File: src/rtl/phimap_term_sequencer_if.sv
// Handshake bundle for the phi-map term sequencer: sample input, phi-map datapath
// link and serialized term output.
interface phimap_term_sequencer_if #(
    parameter int Q_ORD     = 3,
    parameter int WIDTH     = 16,
    parameter int LOG_WIDTH = 17
);
    localparam int IDX_W = (Q_ORD > 1) ? $clog2(Q_ORD) : 1;

    logic signed [WIDTH-1:0]     in_x;
    logic                        in_valid;
    logic                        in_ready;
    logic signed [WIDTH-1:0]     map_x;
    logic [Q_ORD*LOG_WIDTH-1:0]  map_log_packed;
    logic [Q_ORD-1:0]            map_sign_packed;
    logic [Q_ORD-1:0]            map_valid_packed;
    logic [LOG_WIDTH-1:0]        out_log;
    logic                        out_sign;
    logic                        out_zero;
    logic                        out_last;
    logic [IDX_W-1:0]            out_idx;
    logic                        out_valid;
    logic                        out_ready;
    logic                        busy;

    modport master (
        output in_x, in_valid, map_log_packed, map_sign_packed, map_valid_packed, out_ready,
        input  in_ready, map_x, out_log, out_sign, out_zero, out_last, out_idx, out_valid, busy
    );

    modport slave (
        input  in_x, in_valid, map_log_packed, map_sign_packed, map_valid_packed, out_ready,
        output in_ready, map_x, out_log, out_sign, out_zero, out_last, out_idx, out_valid, busy
    );
endinterface

File: src/rtl/phimap_term_sequencer.sv
// Latches one sample, captures its Q_ORD phi-map log terms in a single MAP cycle and
// serializes them over a valid/ready term stream. All outputs come straight from flops.
module phimap_term_sequencer #(
    parameter int Q_ORD     = 3,
    parameter int WIDTH     = 16,
    parameter int LOG_WIDTH = 17
) (
    input  logic                     clk,
    input  logic                     reset,
    phimap_term_sequencer_if.slave   bus
);
    localparam int IDX_W = (Q_ORD > 1) ? $clog2(Q_ORD) : 1;
    localparam logic [IDX_W-1:0] IDX_ZERO = IDX_W'(0);
    localparam logic [IDX_W-1:0] IDX_ONE  = IDX_W'(1);
    localparam logic [IDX_W-1:0] IDX_LAST = IDX_W'(Q_ORD - 1);

    typedef enum logic [1:0] {
        ST_IDLE = 2'd0,
        ST_MAP  = 2'd1,
        ST_EMIT = 2'd2
    } state_t;

    state_t                      state_r,   state_nxt_s;
    logic [IDX_W-1:0]            idx_r,     idx_nxt_s;
    logic signed [WIDTH-1:0]     x_r,       x_nxt_s;
    logic [Q_ORD*LOG_WIDTH-1:0]  log_r,     log_nxt_s;
    logic [Q_ORD-1:0]            sign_r,    sign_nxt_s;
    logic [Q_ORD-1:0]            tvalid_r,  tvalid_nxt_s;

    logic                        in_ready_r,  in_ready_nxt_s;
    logic                        busy_r,      busy_nxt_s;
    logic                        out_valid_r, out_valid_nxt_s;
    logic [LOG_WIDTH-1:0]        out_log_r,   out_log_nxt_s;
    logic                        out_sign_r,  out_sign_nxt_s;
    logic                        out_zero_r,  out_zero_nxt_s;
    logic                        out_last_r,  out_last_nxt_s;
    logic [IDX_W-1:0]            out_idx_r,   out_idx_nxt_s;

    // Next-state, sample latch and term capture; map_* is only looked at in ST_MAP.
    always_comb begin
        state_nxt_s  = state_r;
        idx_nxt_s    = idx_r;
        x_nxt_s      = x_r;
        log_nxt_s    = log_r;
        sign_nxt_s   = sign_r;
        tvalid_nxt_s = tvalid_r;
        case (state_r)
            ST_IDLE: begin
                if (bus.in_valid) begin
                    x_nxt_s     = bus.in_x;
                    state_nxt_s = ST_MAP;
                end else begin
                    state_nxt_s = ST_IDLE;
                end
            end
            ST_MAP: begin
                log_nxt_s    = bus.map_log_packed;
                sign_nxt_s   = bus.map_sign_packed;
                tvalid_nxt_s = bus.map_valid_packed;
                idx_nxt_s    = IDX_ZERO;
                state_nxt_s  = ST_EMIT;
            end
            ST_EMIT: begin
                if (bus.out_ready) begin
                    if (idx_r == IDX_LAST) begin
                        idx_nxt_s   = IDX_ZERO;
                        state_nxt_s = ST_IDLE;
                    end else begin
                        idx_nxt_s   = idx_r + IDX_ONE;
                    end
                end else begin
                    state_nxt_s = ST_EMIT;
                end
            end
            default: begin
                idx_nxt_s   = IDX_ZERO;
                state_nxt_s = ST_IDLE;
            end
        endcase
    end

    // Output values for the next cycle, decoded from the next state so they can be registered.
    always_comb begin
        in_ready_nxt_s  = (state_nxt_s == ST_IDLE);
        busy_nxt_s      = (state_nxt_s != ST_IDLE);
        out_valid_nxt_s = 1'b0;
        out_log_nxt_s   = {LOG_WIDTH{1'b0}};
        out_sign_nxt_s  = 1'b0;
        out_zero_nxt_s  = 1'b0;
        out_last_nxt_s  = 1'b0;
        out_idx_nxt_s   = IDX_ZERO;
        if (state_nxt_s == ST_EMIT) begin
            out_valid_nxt_s = 1'b1;
            out_last_nxt_s  = (idx_nxt_s == IDX_LAST);
            out_idx_nxt_s   = idx_nxt_s;
            for (int k = 0; k < Q_ORD; k++) begin
                if (idx_nxt_s == IDX_W'(k)) begin
                    out_log_nxt_s  = log_nxt_s[k*LOG_WIDTH +: LOG_WIDTH];
                    out_sign_nxt_s = sign_nxt_s[k];
                    out_zero_nxt_s = ~tvalid_nxt_s[k];
                end else begin
                    out_log_nxt_s  = out_log_nxt_s;
                end
            end
        end else begin
            out_valid_nxt_s = 1'b0;
        end
    end

    // State, term storage and output registers with synchronous reset.
    always_ff @(posedge clk) begin
        if (reset) begin
            state_r     <= ST_IDLE;
            idx_r       <= IDX_ZERO;
            x_r         <= {WIDTH{1'b0}};
            log_r       <= {(Q_ORD*LOG_WIDTH){1'b0}};
            sign_r      <= {Q_ORD{1'b0}};
            tvalid_r    <= {Q_ORD{1'b0}};
            in_ready_r  <= 1'b1;
            busy_r      <= 1'b0;
            out_valid_r <= 1'b0;
            out_log_r   <= {LOG_WIDTH{1'b0}};
            out_sign_r  <= 1'b0;
            out_zero_r  <= 1'b0;
            out_last_r  <= 1'b0;
            out_idx_r   <= IDX_ZERO;
        end else begin
            state_r     <= state_nxt_s;
            idx_r       <= idx_nxt_s;
            x_r         <= x_nxt_s;
            log_r       <= log_nxt_s;
            sign_r      <= sign_nxt_s;
            tvalid_r    <= tvalid_nxt_s;
            in_ready_r  <= in_ready_nxt_s;
            busy_r      <= busy_nxt_s;
            out_valid_r <= out_valid_nxt_s;
            out_log_r   <= out_log_nxt_s;
            out_sign_r  <= out_sign_nxt_s;
            out_zero_r  <= out_zero_nxt_s;
            out_last_r  <= out_last_nxt_s;
            out_idx_r   <= out_idx_nxt_s;
        end
    end

    assign bus.in_ready  = in_ready_r;
    assign bus.busy      = busy_r;
    assign bus.map_x     = x_r;
    assign bus.out_valid = out_valid_r;
    assign bus.out_log   = out_log_r;
    assign bus.out_sign  = out_sign_r;
    assign bus.out_zero  = out_zero_r;
    assign bus.out_last  = out_last_r;
    assign bus.out_idx   = out_idx_r;
endmodule

File: src/flat_wrapper.sv
// flat-port wrapper written by rule: the top's interface ports become plain ports
module phimap_term_sequencer_flat 
#(
    parameter int Q_ORD     = 3,
    parameter int WIDTH     = 16,
    parameter int LOG_WIDTH = 17
)
  (clk, reset, bus_in_x, bus_in_valid, bus_map_log_packed, bus_map_sign_packed, bus_map_valid_packed, bus_out_ready, bus_in_ready, bus_map_x, bus_out_log, bus_out_sign, bus_out_zero, bus_out_last, bus_out_idx, bus_out_valid, bus_busy);
  phimap_term_sequencer_if #(.Q_ORD(Q_ORD), .WIDTH(WIDTH), .LOG_WIDTH(LOG_WIDTH)) bus_i ();
  input  logic clk;
  input  logic reset;
  input wire logic [$bits(bus_i.in_x)-1:0] bus_in_x;
  input wire logic [$bits(bus_i.in_valid)-1:0] bus_in_valid;
  input wire logic [$bits(bus_i.map_log_packed)-1:0] bus_map_log_packed;
  input wire logic [$bits(bus_i.map_sign_packed)-1:0] bus_map_sign_packed;
  input wire logic [$bits(bus_i.map_valid_packed)-1:0] bus_map_valid_packed;
  input wire logic [$bits(bus_i.out_ready)-1:0] bus_out_ready;
  output wire logic [$bits(bus_i.in_ready)-1:0] bus_in_ready;
  output wire logic [$bits(bus_i.map_x)-1:0] bus_map_x;
  output wire logic [$bits(bus_i.out_log)-1:0] bus_out_log;
  output wire logic [$bits(bus_i.out_sign)-1:0] bus_out_sign;
  output wire logic [$bits(bus_i.out_zero)-1:0] bus_out_zero;
  output wire logic [$bits(bus_i.out_last)-1:0] bus_out_last;
  output wire logic [$bits(bus_i.out_idx)-1:0] bus_out_idx;
  output wire logic [$bits(bus_i.out_valid)-1:0] bus_out_valid;
  output wire logic [$bits(bus_i.busy)-1:0] bus_busy;
  assign bus_i.in_x = bus_in_x;
  assign bus_i.in_valid = bus_in_valid;
  assign bus_i.map_log_packed = bus_map_log_packed;
  assign bus_i.map_sign_packed = bus_map_sign_packed;
  assign bus_i.map_valid_packed = bus_map_valid_packed;
  assign bus_i.out_ready = bus_out_ready;
  assign bus_in_ready = bus_i.in_ready;
  assign bus_map_x = bus_i.map_x;
  assign bus_out_log = bus_i.out_log;
  assign bus_out_sign = bus_i.out_sign;
  assign bus_out_zero = bus_i.out_zero;
  assign bus_out_last = bus_i.out_last;
  assign bus_out_idx = bus_i.out_idx;
  assign bus_out_valid = bus_i.out_valid;
  assign bus_busy = bus_i.busy;
  phimap_term_sequencer #(.Q_ORD(Q_ORD), .WIDTH(WIDTH), .LOG_WIDTH(LOG_WIDTH)) u_core (.clk(clk), .reset(reset), .bus(bus_i));
endmodule
File: config.mk
export PLATFORM = sky130hd
export DESIGN_NAME = phimap_term_sequencer_flat
export DESIGN_NICKNAME = d
export VERILOG_FILES = /design/src/rtl/phimap_term_sequencer_if.sv /design/src/rtl/phimap_term_sequencer.sv /design/src/flat_wrapper.sv
export SDC_FILE = /design/constraint.sdc
export NUM_CORES = 1
export LEC_CHECK = 0
export BUFFER_PORTS_ARGS = -buffer_cell sky130_fd_sc_hd__buf_2
export CAP_MARGIN = 20
export CORE_ASPECT_RATIO = 0.6
export CORE_MARGIN = 4
export CORE_UTILIZATION = 50
export DETAILED_ROUTE_END_ITERATION = 8
export PLACE_DENSITY = 0.77
export SLEW_MARGIN = 20
export SYNTH_ARGS = -nofsm -noshare
export SYNTH_HDL_FRONTEND = slang
export SYNTH_SLANG_ARGS = --single-unit
File: constraint.sdc
create_clock -name clk -period 3.1 [get_ports clk]
set_input_delay 0.62 -clock clk [delete_from_list [all_inputs] [get_ports clk]]
set_output_delay 0.62 -clock clk [all_outputs]
set_load 0.1 [all_outputs]
==> results.md, run 1 <==
* Critical-path maximum fanout at 25
* Fin. max-slew vios at 0
* HPWL after DPL at 7.345 mm
* Final min period at 2.228 ns
* Crit path kind: in -> reg
* R2R Path End: u_core.bus.out_log[6]
* First-pass GRT wire length at 16.42 mm
* Critical path's top delay family: compound AO/OA/AOI/OAI gates
* Logic pwr share at 16.3%
* CP arrival at 2.38 ns
* Vias in the first global route at 3376
* CTS tree: yes
* Post-Synthesis Cell Area at 4182 um2
* Syn Area/Cell at 8.766 um2
* DR WL/cell at 15.04 um
* Crit path max-delay cell type: a21oi_2
* Setup violations, final at 0
* Final hold viol count at 0
* Post-synth top cells: dfxtp_1, nand2_1, a21oi_1, nor2_1, mux2i_1
* Worst Setup EP: u_core.bus.out_zero
* Startpoint Class: primary input
* Worst setup startpoint: bus_out_ready
* Die ar. at 9938 um2
* Tot Pwr at 2994 uW
* Yosys warns at 0
* Worst path required time at 3.25 ns
* CTS buffer count at 9
* 1st-iter DRT viols at 224
* Post-synth top area cell: dfxtp_1
* Antenna violations before repair at 0
* Yosys top cell area share at 48.83%
* Post-route antenna net violation count at 0
* Gpl congestion at 0.8546
* Most common cell in the synthesized netlist: dfxtp_1
* DRC at 0
* Final nets at 645
* Worst path depth at 4
* Area Overhead vs Synth at 20.20%
* DRT Pass-1 Iters at 5
* FMAX at 448.9 MHz
* Core area at 8008 um2
* Cells after synthesis at 477
* Max_cap viols at 0
* Area contributors post-synth: dfxtp_1, mux2i_1, nand2_1, a21oi_1, nor2_1
* Hold Startpoint: u_core.bus.map_x[15]
* Worst-Skew Late Latency at 0.34 ns
* CTS resizes at 0
* Outcome: finished, final reports clean
* CP cell instances: buf_2 -> nand4b_1 -> a21oi_2 -> a221oi_1
* Post-Route Setup TNS at 0 ns
* Port Buffer Count at 117
* Fillers at 716
* Diode count at 0
* Via/cell ratio at 5.368
* Die Wd at 126.1 um
* Final worst path period share at 71.86%
* Sink Count at 102
* Htree depth at 3
* Total global-route track usage at 20.52%
* Total vias in the final route at 3650
* CP Buf/Inv Count at 1
* Critical path's largest stage delay at 0.91 ns
* Sw Share at 28.24%
* Final Util at 62.77%
* FF-to-FF Start: u_core.state_r[0]
* Die Y at 78.84 um
* Async SR Flop Fraction at 0%
* Post-synth EDFFs at 0
* CTS clk-pin slew, worst paths at 0.06 ns
* Reg power frac at 47.0%
* Top FF cell, synth: dfxtp_1
* Post-CTS setup repair buffer count at 0
* Worst vdd ir at 342.7 uV
* Clk Tree Root Cell: clkbuf_16
* Sequential-to-total area share from yosys stat at 48.83%
* Hold_buf cts at 0
* Initial Util at 52.22%
* #FFs+latches synth at 102
* Internal at 2149 uW
* CP endpoint kind: flip-flop
* Final wirelength at 10.23 mm
* Clk pwr share at 36.7%
* Reg2reg setup slack at 0.89 ns
* Netlist cell types at 34
* Deepest clock path buffer count at 2
* PwrDens at 595.8 nW/um2
* Unrepaired setup endpoints after global routing: no
* Min-Delay Path Class: reg -> reg
* P_sw at 845.5 uW
* # rows at 25
* Layout cells sized above 1 at 28.32%
* Skew final at 0.004071 ns
* Max_slew headroom at 26.31%
* Leakage at 0.002141 uW
* Syn_nets at 554
* Reg2Reg Depth at 4
* Largest net degree at the start of global routing at 78
* Measured slew at the worst slew-check pin at 1.105 ns
* Number of I/O pins at 118
* Global route overflow at 0
-- logic make-up after synthesis --
kind of cell,Yosys count,share of synthesized area (%)
mux,40,9.605
compound gates,115,18.04
flops,102,48.83
simple gates,173,17.77
buf+inv,47,5.745
-- worst min-delay path, cell delays in order, from the launching register on --
cell and delay (ns):
dfxtp_1 0.30, nand2_1 0.05, a21oi_1 0.05
-- stage by stage --
| step | hold WS (ns) | setup slack (ns) | std cells | instance area, um2 |
|---|---|---|---|---|
| 5_1_grt | 0.4672 | 0.7375 | 680 | 5026 |
| 4_1_cts | 0.4523 | 0.8855 | 680 | 5026 |
| 3_5_place_dp | 0.4435 | 0.5732 | 665 | 4736 |
| 2_1_floorplan | 0.4443 | 1.263 | 477 | 4182 |
| 6_report | 0.4507 | 0.8724 | 680 | 5026 |
| 3_3_place_gp | 0.4398 | 0.7236 | 665 | 4736 |
-- how the worst min path moves through the flow --
stage                     slack (ns)  cells past startpoint                   end
after floorplan                 0.44                      2    u_core.tvalid_r[2]
after global routing            0.47                      2   u_core.bus.map_x[6]
after detailed placement        0.44                      2   u_core.bus.map_x[4]
after CTS                       0.45                      2   u_core.bus.map_x[4]
final                           0.45                      2  u_core.bus.map_x[15]
after global placement          0.44                      2   u_core.bus.map_x[5]
-- placed cells by master, fill, tap and decap left out, types with 8 or more instances in the layout --
cell       Yosys  routed
buf_2         11     117
dfxtp_1      102     102
nand2_1       95      95
a21oi_1       57      56
nor2_1        43      43
mux2i_1       39      39
o211ai_1      18      18
o21ai_0       17      17
or2_2         11      11
a221oi_1      11      11
clkbuf_16      0       9
a221oi_2       8       8
-- state kept, by name, indices dropped and copies added (netlist names) --
register / flops
u_core.idx_r: 2
u_core.bus.busy: 1
u_core.sign_r: 3
u_core.bus.out_last: 1
u_core.bus.out_idx: 2
u_core.state_r: 2
u_core.log_r: 51
u_core.bus.out_log: 17
u_core.bus.in_ready: 1
u_core.bus.out_sign: 1
u_core.bus.map_x: 16
u_core.bus.out_valid: 1
u_core.bus.out_zero: 1
u_core.tvalid_r: 3
-- routing by layer --
metal / up-vias / GRT usage, % / wire, um
li1: 1804 / - / -
met1: 1720 / 27.35 / 4664
met2: 118 / 32.50 / 4750
met3: 8 / 7.258 / 748
met4: 0 / 4.176 / 66
met5: - / 0 / 0
-- power groups by stage --
stage               clock network (uW)  logic [uW]  registers, uW
global placement                     0         477           1430
global route                      1180         525           1410
CTS                               1120         490           1410
detailed placement                   0         489           1430
finish                            1100         488           1410
floorplan                            0         212           1600
-- cell type report --
| type | instances | area (um2) | area share (%) |
|---|---|---|---|
| inverters | 4 | 15.01 | 0.2987 |
| flip-flops and latches | 102 | 2042 | 40.63 |
| clock inverters | 4 | 47.55 | 0.9460 |
| clock buffers | 11 | 242.7 | 4.829 |
| repair buffers | 123 | 630.6 | 12.55 |
| well taps | 108 | 135.1 | 2.689 |
| multi-input cells | 328 | 1913 | 38.06 |
Power figures use the tool's default switching activity.
==> run 2, diff against run 1 <==
CORE_UTILIZATION = 47   (was 50)
PLACE_DENSITY = 0.76   (was 0.77)
clock period = 1.9 ns   (was 3.1 ns; I/O delays follow)
==> results.md, run 2 (synthesis results as in run 1) <==
* Post-Layout Cell Count at 694
* Worst setup startpoint: u_core.state_r[1]
* Total vias in the final route at 3631
* Critical-path maximum fanout at 10
* Cells after DPL at 678
* Core area at 8588 um2
* First-pass GRT wire length at 17.12 mm
* Max_slew headroom at 64.67%
* Max FFs per register at 51
* # rows at 26
* Met3 Track Usage GR at 6.570%
* Port Buffer Count at 117
* Reg power frac at 45.2%
* Worst path required time at 2.14 ns
* FMAX at 575.3 MHz
* GR met2 Demand/Resource at 32.68%
* Skew final at 0.005141 ns
* Global route overflow at 0
* Die Wd at 129.8 um
* Biggest register: u_core.log_r
* FF-to-FF Start: u_core.state_r[1]
* Internal at 3674 uW
* Worst Setup EP: u_core.bus.out_log[5]
* Htree depth at 3
* Final wirelength at 10.63 mm
* Startpoint Class: flip-flop
* Fin. max-slew vios at 0
* Largest net degree at the start of global routing at 78
* 1st-iter DRT viols at 417
* Measured slew at the worst slew-check pin at 0.5300 ns
* CP arrival at 1.97 ns
* Gpl congestion at 0.8860
* Hold_buf cts at 0
* Total global-route track usage at 20.76%
* Antenna violations before repair at 0
* Final worst path period share at 91.48%
* Die Y at 81.06 um
* Post-Route Setup TNS at 0 ns
* Sw Share at 27.53%
* Post-route antenna net violation count at 0
* Leakage at 0.002221 uW
* DRC at 0
* Area Overhead vs Synth at 23.91%
* Die ar. at 10520 um2
* Worst vdd ir at 437.2 uV
* CTS buffer count at 9
* Reg2reg setup slack at 0.16 ns
* Footprint of the multi-input gates at 1913 um2
* Final min period at 1.738 ns
* Via/cell ratio at 5.232
* CP endpoint kind: flip-flop
* Layout cells sized above 1 at 29.73%
* Initial Util at 48.69%
* Final hold viol count at 0
* Clk pwr share at 38.4%
* Deepest clock path buffer count at 2
* Sink Count at 102
* Fillers at 765
* Most Crowded Layer GR: met2
* Register area at 2044 um2
* Post-CTS setup repair buffer count at 0
* Clk Tree Root Cell: clkbuf_16
* CTS tree: yes
* Worst-Skew Late Latency at 0.34 ns
* Number of I/O pins at 118
* DR WL/cell at 15.32 um
* R2R Path End: u_core.bus.out_log[5]
* Logic pwr share at 16.4%
* PwrDens at 978.4 nW/um2
* Most common cell after layout, fill and taps aside: buf_2
* Most frequent cells in the layout: buf_2, dfxtp_1, nand2_1
* P_sw at 1396 uW
* HPWL after DPL at 7.599 mm
* Crit path kind: reg -> reg
* Reg2Reg Depth at 6
* CTS clk-pin slew, worst paths at 0.06 ns
* Final nets at 654
* Outcome: finished, final reports clean
* DRT Pass-1 Iters at 5
* Min-Delay Path Class: in -> reg
* Met1 global-route usage at 28.03%
* Max_cap viols at 0
* Unrepaired setup endpoints after global routing: no
* Vias in the first global route at 3519
* Diode count at 0
* Setup violations, final at 0
-- run 2: cell types whose count changed in the layout (fill, tap and decap cells not counted), sizes merged --
cell,before,now
buf,123,132
bufinv,1,2
clkbuf,11,12
clkinvlp,1,0
-- run 2: layout make-up --
type,instances,share of cell area [%]
clock inverters,4,1.352
well taps,112,2.705
flip-flops and latches,102,39.46
repair buffers,132,14.51
inverters,4,0.2898
clock buffers,12,4.757
multi-input cells,328,36.92
-- run 2: layer usage --
metal / share of wire (%) / wire, um
met5: 0 / 0
met4: 1.1 / 115
met3: 6.8 / 725
met2: 46 / 4855
met1: 46 / 4933
-- run 2: power groups by stage --
stage	Combinational (uW)	Clock [uW]	Sequential, uW
floorplan	346	0	2610
global placement	814	0	2330
detailed placement	830	0	2340
CTS	832	1980	2290
global route	891	2080	2300
finish	832	1940	2290
-- run 2: stage by stage --
stage	setup WS [ns]	util (%)	hold WS [ns]	instance area (um2)	total power, uW
final	0.1618	60.33	0.2665	5181	5069
after floorplan	0.3032	-	0.4443	4182	2955
after global placement	0.1519	56.57	0.4391	4858	3149
after detailed placement	0.05052	56.57	0.4446	4858	3169
after CTS	0.02751	60.26	0.2589	5175	5106
after global routing	0.02027	60.33	0.2634	5181	5272
-- run 2: critical path, cell delays in order (launching register included) --
cell	delay [ns]
dfxtp_1	0.32
buf_4	0.17
nand2_2	0.14
and3b_1	0.34
buf_4	0.23
o21ai_0	0.10
a221oi_1	0.31
-- run 2: worst min-delay path by stage --
stage	from	endpoint	slack, ns	depth (start not counted)
2_1_floorplan	u_core.tvalid_r[2]	u_core.tvalid_r[2]	0.44	2
3_3_place_gp	u_core.bus.map_x[0]	u_core.bus.map_x[0]	0.44	2
3_5_place_dp	u_core.bus.map_x[10]	u_core.bus.map_x[10]	0.44	2
4_1_cts	bus_in_x[0]	u_core.bus.map_x[0]	0.26	3
5_1_grt	bus_in_x[10]	u_core.bus.map_x[10]	0.26	3
6_report	bus_map_log_packed[28]	u_core.log_r[28]	0.27	3
-- run 2: timing repair --
item,in CTS,in global routing
gates resized for setup,0,3
endpoints found under the hold margin,0,0
endpoints found under the setup margin,0,14
==> run 3, diff against run 2 <==
ABC_AREA = 1   (was default)
==> results.md, run 3 <==
* Outcome: finished, final reports clean
* CP endpoint kind: flip-flop
* Die Y at 80.57 um
* Most common cell in the synthesized netlist: dfxtp_1
* Register area at 2042 um2
* Vias in the first global route at 3557
* Min-Delay Path Class: in -> reg
* Area Overhead vs Synth at 22.38%
* Post-Route Setup TNS at 0 ns
* Worst path depth at 8
* Final wirelength at 10.73 mm
* Post-synth top area cell: dfxtp_1
* Post-synth EDFFs at 0
* Setup violations, final at 0
* Final nets at 738
* Syn Area/Cell at 7.419 um2
* Worst setup startpoint: u_core.state_r[1]
* Core area at 8523 um2
* Skew final at 0.005341 ns
* Die Wd at 128.9 um
* Worst vdd ir at 636.9 uV
* FMAX at 616.4 MHz
* Fillers at 803
* Yosys top cell area share at 49.50%
* Post-synth top cells: dfxtp_1, nor2_1, nand2_1, inv_1, o21ai_0
* CP arrival at 1.85 ns
* Most common cell after layout, fill and taps aside: buf_2
* Measured slew at the worst slew-check pin at 0.5521 ns
* Cells after DPL at 762
* CP cell instances: inv_2 -> nor2_1 -> nand3_1 -> nand2_2 -> buf_12 -> o21ai_1 -> o21ai_0 -> nor2_1
* Clk Tree Root Cell: clkbuf_16
* Fin. max-slew vios at 0
* # rows at 26
* HPWL after DPL at 7.701 mm
* Syn_nets at 633
* Port Buffer Count at 117
* Critical-path maximum fanout at 25
* Post-Synthesis Cell Area at 4125 um2
* Most frequent cells in the layout: buf_2, dfxtp_1, nor2_1
* CP Buf/Inv Count at 2
* Crit path max-delay cell type: dfxtp_1
* PwrDens at 1034 nW/um2
* Worst Setup EP: u_core.bus.out_log[6]
* Antenna violations before repair at 1
* Final min period at 1.622 ns
* Crit path kind: reg -> reg
* Hold_buf cts at 0
* Final hold viol count at 0
* DRT Pass-1 Iters at 7
* Area contributors post-synth: dfxtp_1, nor2_1, nand2_1, o21ai_0, inv_1
* Total global-route track usage at 21.36%
* Max FFs per register at 51
* Reg2reg setup slack at 0.28 ns
* Final worst path period share at 85.38%
* Cells after synthesis at 556
* Biggest register: u_core.log_r
* Worst path required time at 2.13 ns
* Reg2Reg Depth at 8
* Top FF cell, synth: dfxtp_1
* First-pass GRT wire length at 17.28 mm
* Sw Share at 30.27%
* Sequential-to-total area share from yosys stat at 49.50%
* Number of I/O pins at 118
* Yosys warns at 0
* Deepest clock path buffer count at 2
* 1st-iter DRT viols at 361
* Diode count at 0
* Clk pwr share at 35.9%
* Reg power frac at 44.4%
* P_sw at 1580 uW
* Worst-Skew Late Latency at 0.34 ns
* Sink Count at 102
* Via/cell ratio at 4.891
* Post-route antenna net violation count at 0
* Critical path's top delay family: simple AND/OR/NAND/NOR gates
* Max_slew headroom at 63.10%
* Gpl congestion at 0.8189
* Most frequent CP cell: nor2_1
* Critical path's largest stage delay at 0.41 ns
* Async SR Flop Fraction at 0%
* Global route overflow at 0
* Max_cap viols at 0
* CTS tree: yes
* DR WL/cell at 13.79 um
* Layout cells sized above 1 at 24.62%
* CTS buffer count at 9
* FF-to-FF Start: u_core.state_r[1]
* Internal at 3639 uW
* Largest net degree at the start of global routing at 92
* Total vias in the final route at 3805
* DRC at 0
* Die ar. at 10390 um2
* Htree depth at 3
* Leakage at 0.002478 uW
* Unrepaired setup endpoints after global routing: no
* Footprint of the multi-input gates at 1609 um2
* CTS clk-pin slew, worst paths at 0.07 ns
* Initial Util at 48.40%
* Netlist cell types at 21
* R2R Path End: u_core.bus.out_log[6]
* Post-Layout Cell Count at 778
* Startpoint Class: flip-flop
* Logic pwr share at 19.7%
* #FFs+latches synth at 102
==> run 3: changes by cell type after synthesis, sizes merged, moves of 3 or more <==
cell | before | now
nor2b | 3 | 0
or2 | 19 | 14
nand3 | 0 | 23
inv | 4 | 76
nor2 | 43 | 100
a221oi | 19 | 0
mux2i | 39 | 5
o21a | 0 | 16
clkbuf | 21 | 9
o21ai | 18 | 68
o211ai | 18 | 0
a21oi | 57 | 21
nand2 | 96 | 100
==> run 3: repair_timing <==
action                     CTS  global route
setup endpoints to repair    0            18
hold endpoints to repair     0             0
resized for setup            0             1
setup buffers                0             0
==> run 3: worst min path at each step <==
stage                                      to  cells after the start                 from
final                     u_core.bus.map_x[0]                      3          bus_in_x[0]
after global routing      u_core.bus.map_x[4]                      3          bus_in_x[4]
after CTS                 u_core.bus.map_x[0]                      3          bus_in_x[0]
after detailed placement     u_core.log_r[25]                      2     u_core.log_r[25]
after global placement    u_core.bus.map_x[4]                      2  u_core.bus.map_x[4]
after floorplan              u_core.log_r[42]                      2     u_core.log_r[42]
==> run 3: power by group through the flow <==
stage | clock (uW) | sequential (uW) | combinational, uW
2_1_floorplan | 0 | 2720 | 441
3_3_place_gp | 0 | 2360 | 1000
3_5_place_dp | 0 | 2360 | 1020
4_1_cts | 1910 | 2320 | 1030
5_1_grt | 2010 | 2330 | 1120
6_report | 1870 | 2320 | 1030
==> run 3: cell type report <==
type	count	share of cell area (%)
clock inverters	5	1.115
multi-input cells	348	31.87
well taps	112	2.776
inverters	76	5.651
flip-flops and latches	102	40.45
repair buffers	124	13.14
clock buffers	11	5.006
==> run 3: cells by family after synthesis <==
kind of cell           synth area share (%)
AND/OR/NAND/NOR                       23.96
multiplexers                          1.213
buffers and inverters                 11.62
AO/OA/AOI/OAI                         13.71
flip-flops                            49.50
==> run 3: layer usage <==
| metal | track usage [%] | share of wire, % | vias up | routed length, um |
|---|---|---|---|---|
| met5 | 0 | 0.065 | - | 7 |
| met4 | 5.346 | 1.3 | 2 | 142 |
| met3 | 8.239 | 8.4 | 16 | 902 |
| met2 | 31.51 | 43 | 137 | 4633 |
| met1 | 29.25 | 47 | 1727 | 5042 |
| li1 | - | - | 1923 | - |
==> run 3: worst reg2reg max path, stage by stage, from the launching register on <==
cell	delay, ns
dfxtp_1	0.41
inv_2	0.06
nor2_1	0.15
nand3_1	0.11
nand2_2	0.25
buf_12	0.21
o21ai_1	0.07
o21ai_0	0.17
nor2_1	0.07
==> run 3: stage by stage <==
stage          util, %  power (uW)  area (um2)  hold slack, ns  worst slack (ns)
5_1_grt          59.23        5462        5049          0.2773            0.1357
3_3_place_gp     55.55        3358        4735          0.4585            0.1632
3_5_place_dp     55.55        3384        4735          0.4678           0.04657
2_1_floorplan        -        3159        4125          0.4508            0.5951
6_report         59.23        5219        5049          0.2799            0.2778
4_1_cts          59.18        5251        5044          0.2751           0.01818
